## config.mk

```make
export PLATFORM = sky130hd
export DESIGN_NAME = brownout_filt
export DESIGN_NICKNAME = d
export VERILOG_FILES = /design/src/rtl/brownout_pkg.sv /design/src/rtl/brownout_sync.sv /design/src/rtl/brownout_filt.sv
export SDC_FILE = /design/constraint.sdc
export NUM_CORES = 1
export LEC_CHECK = 0
export ABC_AREA = 1
export CAP_MARGIN = 20
export CORE_UTILIZATION = 41
export DETAILED_ROUTE_END_ITERATION = 12
export PLACE_DENSITY = 0.65
export RECOVER_POWER = 50
export SYNTH_ARGS = -nofsm -noshare
export SYNTH_HDL_FRONTEND = slang
export SYNTH_SLANG_ARGS = --single-unit
```

## constraint.sdc

```tcl
create_clock -name osc_ck -period 1.95 [get_ports osc_ck]
set_input_delay 0.4875 -clock osc_ck [delete_from_list [all_inputs] [get_ports osc_ck]]
set_output_delay 0.4875 -clock osc_ck [all_outputs]
set_load 0.1 [all_outputs]
```

## src/rtl/brownout_pkg.sv

```systemverilog
// rtl/brownout_pkg.sv - shared state type and debounce length table for brownout_filt
package brownout_pkg;

  typedef enum logic [1:0] {
    GOOD         = 2'd0,
    ASSERT_PEND  = 2'd1,
    BROWN        = 2'd2,
    RELEASE_PEND = 2'd3
  } brout_state_t;

  // Terminal debounce count (N-1) indexed by filt_cfg: N = 4, 16, 64, 256
  localparam logic [3:0][7:0] DEB_LIM = {8'd255, 8'd63, 8'd15, 8'd3};

endpackage

```

## src/rtl/brownout_sync.sv

```systemverilog
// rtl/brownout_sync.sv - multi-flop synchronizer with asynchronous active-low clear to 0
module brownout_sync #(
  parameter int STAGES = 2
) (
  input  logic clk_i,
  input  logic clr_ni,
  input  logic d_i,
  output logic q_o
);

  logic [STAGES-1:0] sync_q;

  always_ff @(posedge clk_i or negedge clr_ni) begin
    if (!clr_ni) sync_q <= '0;
    else         sync_q <= {sync_q[STAGES-2:0], d_i};
  end

  assign q_o = sync_q[STAGES-1];

endmodule

```

## src/rtl/brownout_filt.sv

```systemverilog
// rtl/brownout_filt.sv - brown-out comparator debounce filter with sticky flag and event counter
// Define BROWNOUT_FILT_EVCNT_EN to build the event counter; otherwise event_cnt is tied to 0.
module brownout_filt
  import brownout_pkg::*;
#(
  parameter int SYNC_STAGES = 2,
  parameter int EVCNT_W     = 8
) (
  input  logic               osc_ck,
  input  logic               ena,
  input  logic               brout_raw,
  input  logic [1:0]         filt_cfg,
  input  logic               clr_status,
  output logic               brout_filt,
  output logic               brout_sticky,
  output logic [EVCNT_W-1:0] event_cnt,
  output logic               filt_busy
);

  logic         brout_s;
  brout_state_t state_q, state_d;
  logic [7:0]   dcnt_q, dcnt_d;
  logic [7:0]   lim;
  logic         filt_q, filt_d;
  logic         sticky_q, sticky_d;
  logic         entry;

  brownout_sync #(.STAGES(SYNC_STAGES)) u_sync (
    .clk_i  (osc_ck),
    .clr_ni (ena),
    .d_i    (brout_raw),
    .q_o    (brout_s)
  );

  assign lim = DEB_LIM[filt_cfg];

  always_comb begin
    state_d = state_q;
    dcnt_d  = dcnt_q;
    case (state_q)
      GOOD: begin
        if (brout_s) begin
          state_d = ASSERT_PEND;
          dcnt_d  = '0;
        end
      end
      ASSERT_PEND: begin
        if (!brout_s)           state_d = GOOD;
        else if (dcnt_q >= lim) state_d = BROWN;
        else                    dcnt_d  = dcnt_q + 8'd1;
      end
      BROWN: begin
        if (!brout_s) begin
          state_d = RELEASE_PEND;
          dcnt_d  = '0;
        end
      end
      RELEASE_PEND: begin
        if (brout_s)            state_d = BROWN;
        else if (dcnt_q >= lim) state_d = GOOD;
        else                    dcnt_d  = dcnt_q + 8'd1;
      end
      default: state_d = GOOD;
    endcase

    // Only a fresh entry from GOOD counts; a release bounce back to BROWN does not
    entry    = (state_q == ASSERT_PEND) && (state_d == BROWN);
    filt_d   = (state_d == BROWN) || (state_d == RELEASE_PEND);
    sticky_d = entry | (sticky_q & ~clr_status);
  end

  always_ff @(posedge osc_ck or negedge ena) begin
    if (!ena) begin
      state_q  <= GOOD;
      dcnt_q   <= '0;
      filt_q   <= 1'b0;
      sticky_q <= 1'b0;
    end else begin
      state_q  <= state_d;
      dcnt_q   <= dcnt_d;
      filt_q   <= filt_d;
      sticky_q <= sticky_d;
    end
  end

  assign brout_filt   = filt_q;
  assign brout_sticky = sticky_q;
  assign filt_busy    = (state_q == ASSERT_PEND) || (state_q == RELEASE_PEND);

`ifdef BROWNOUT_FILT_EVCNT_EN
  logic [EVCNT_W-1:0] evcnt_q, evcnt_d;

  // A clear coinciding with an entry keeps that entry, so the count restarts at 1
  always_comb begin
    evcnt_d = evcnt_q;
    if (entry) begin
      if (clr_status)    evcnt_d = EVCNT_W'(1);
      else if (!(&evcnt_q)) evcnt_d = evcnt_q + EVCNT_W'(1);
    end else if (clr_status) begin
      evcnt_d = '0;
    end
  end

  always_ff @(posedge osc_ck or negedge ena) begin
    if (!ena) evcnt_q <= '0;
    else      evcnt_q <= evcnt_d;
  end

  assign event_cnt = evcnt_q;
`else
  assign event_cnt = '0;
`endif

endmodule

```

==> impl_summary.txt <==
----------------------------------------------------
[Run status]
  Outcome ... complete, no violations

[Timing]
  Worst Skew ... 0.00827 ns
  Headroom to the max-slew limit ... 0.637
  Total of endpoints with negative setup slack in the final report ... 0
  Total Negative Setup Slacks ... 0 ns
  Worst Tran Pin Value ... 0.543 ns
  Hold slack final ... 0.358 ns
  Peak clock frequency supported by timing ... 0.630 GHz
  Final-report max-slew violation count ... 0
  Final-report hold violation count ... 0
  Final Critical Period ... 1.59 ns
  Period utilization ... 0.814
  Unrepaired setup endpoints after global routing ... false

[Clocking]
  Clock tree from TritonCTS ... built
  TritonCTS Buffers ... 3
  Clock transition at the registers of the reported paths ... 0.08 ns
  Bufs on Longest Clock Path ... 2
  Latest clock arrival within the worst-skew pair ... 0.28 ns
  Total number of clock tree sinks ... 13
  Max H-tree Level ... 1
  Number of hold buffers added after cts ... 0
  Post-CTS setup buffer count ... 0
  Clock root buffer master ... clkbuf_4

[Power]
  Maximum VDD drop ... 0.440 mV
  P per Cell Area ... 565 nW/um^2
  Static leakage power ... 0.576 nW

[Final layout]
  Fraction of layout instances using a drive strength above 1 ... 0.127
  Finished Cell Area ... 1070 um^2
  Storage element area ... 325 um^2
  Post-layout instance count excluding filler cells ... 161
  Area of the multi-input gates ... 517 um^2
  Diodes inserted ... 0
  Number of nets at the end of the flow ... 148
  Fill cell total of the finished layout ... 203
  Layout-stage area growth over the synthesis result ... 20.8%
  Utilization of the core after routing ... 0.536

[Placement]
  Placed Cells incl. Taps ... 156
  Number of buffers added on ports ... 8
  Final HPWL from detailed placement ... 1.25 mm
  Gp weighted congestion ... 0.825
  Post-detailed-placement cell area ... 1010 um^2

[Drt]
  Number of vias per cell after detailed routing ... 4.70
  WL/cell ... 10.7 um
  Via Count ... 757
  Number of antenna-violating nets in the routed design ... 0
  DRC violations left ... 0
  Number of DRC violations after detailed-routing iteration 0 ... 20
  Post-Route WL ... 1.73 mm
  Detailed-router iteration count before antenna repair ... 4

[Global route]
  Maximum number of pins on one net before global-route repair ... 14
  Overall routing resource usage ... 0.149
  Total overflow reported by the global router ... 0
  Met3 capacity usage during global routing ... 0.0126
  Met2 Use GR ... 0.246
  First-pass GRT wire length ... 2.66 mm
  Vias in the first global route ... 667
  Initial antenna violation count ... 0
  Layer carrying the most global-route usage ... met2
  Met1 usage ... 0.178

[Synthesis]
  Sequential share of the synthesized area ... 0.366
  Ys async rst share ... 1.00
  Count of different cell masters after synthesis ... 17
  Number of warnings reported in the yosys synthesis log ... 0
  Post-Syn Instances ... 121
  Post-synthesis area per instance ... 7.34 um^2
  Area contributors post-synth ... dfrtp_1, nand2_1, ha_1
  Area share of the leading cell type in the synthesized netlist ... 0.366
  Synth Flop Type ... dfrtp_1
  Most repeated cell in the gate-level netlist after synthesis ... nand2_1
  Yosys top cell by area ... dfrtp_1
  Number of flops mapped to enable cells by yosys ... 0
  Netlist area before placement ... 888 um^2
  Flip-flop and latch count after synthesis ... 13
  Top post-synthesis cells by count ... nand2_1, nor2_1, dfrtp_1, nand3_1, inv_1

[Job]
  Max-capacitance violation count ... 0

[Critical path]
  Arrival time at the worst endpoint ... 1.75 ns
  Kind of capture point of the worst setup path ... flop
  Setup crit start kind ... flop
  Worst path required time ... 2.11 ns
  Critical Path Fanout Max ... 9
  Setup CP Type ... reg2reg

[Floorplan]
  Initial core utilization ... 0.444
  Horizontal extent of the die ... 48.5 um
  Die area ... 2360 um^2
  Core area ... 2000 um^2
  Number of rows in the core area ... 16
  Vert. Die Dim ... 48.5 um
  Top-level I/O count ... 17

[Worst hold path]
  Worst hold path class ... reg2reg

----------------------------------------------------
==> cell type report <==
cell class | count | area share
clock buffers | 4 | 0.0245
multi-input cells | 96 | 0.481
flip-flops and latches | 13 | 0.303
inverters | 11 | 0.0385
repair buffers | 10 | 0.121
well taps | 27 | 0.0315
==> power by group <==
group / total, mW / internal (mW) / switching [mW]
Sequential: 0.296 / 0.280 / 0.0155
Clock: 0.166 / 0.0794 / 0.0867
Combinational: 0.145 / 0.0306 / 0.115
Total: 0.607 / 0.390 / 0.217
==> per-layer routing <==
layer  wire length, um  up-vias
met5                 0        -
met4                44        0
met3                60        4
met2               839       24
met1               781      339
li1                  -      390
==> state kept, by name, summed over array words and instances (netlist names) <==
signal,count
brout_filt,1
state_q,1
dcnt_q,8
brout_sticky,1
u_sync.sync_q,2
==> metrics by stage <==
step	setup WS (ns)	power [mW]
after detailed placement	-0.308	0.444
after CTS	0.0279	0.612
after global routing	0.250	0.631
final	0.362	0.607
after floorplan	0.218	0.422
after global placement	-0.256	0.442
==> kinds of logic after synthesis <==
logic type,after synthesis,share of synthesized area
xor+xnor,2,0.0282
flops,13,0.366
compound gates,3,0.0225
fa+ha+maj,7,0.0986
other cells,1,0.00422
simple gates,75,0.362
buf+inv,20,0.118
==> critical path, stage by stage (launching register included) <==
cell and delay, ns:
dfrtp_1 0.46, ha_1 0.32, nand2_1 0.06, nand2_1 0.06, a21oi_2 0.13, nand2_2 0.11
nand2_4 0.10, nand2_4 0.09, nand2_1 0.08, nand2_1 0.05
==> final timing paths <==
path | to | slack (ns) | depth (start not counted) | start
setup / recovery | dcnt_q[1] | 0.36 | 9 | dcnt_q[5]
hold / removal | u_sync.sync_q[1] | 0.36 | 0 | u_sync.sync_q[0]
setup reg to reg | dcnt_q[1] | 0.36 | 9 | dcnt_q[5]
hold reg to reg | u_sync.sync_q[1] | 0.36 | 0 | u_sync.sync_q[0]
max in group asynchronous | dcnt_q[3] | 0.96 | 1 | ena
min in group asynchronous | brout_filt | 0.62 | 1 | ena
==> layout by cell type, fill, tap and decap left out <==
master and count:
clkbuf_1 1, xor2_1 1, nand2_2 4, conb_1 8, ha_1 6, clkbuf_4 3
nand2_1 39, dlymetal6s2s_1 2, nand2_4 2, dfrtp_1 13, nand3b_1 1, buf_12 3
clkdlybuf4s50_1 1, buf_4 2, ha_4 1, inv_1 11, dlygate4sd3_1 2, nor2_1 15
nand3_1 13, xor2_2 1, nor3b_1 2, a21oi_2 1, o21bai_1 2
==> repair_timing <==
item	in CTS	in global routing
setup endpoints to repair	7	11
gates resized for setup	1	6
pin swaps	0	1
gates cloned	0	1
No activity file was read; power rests on OpenSTA's default activity.
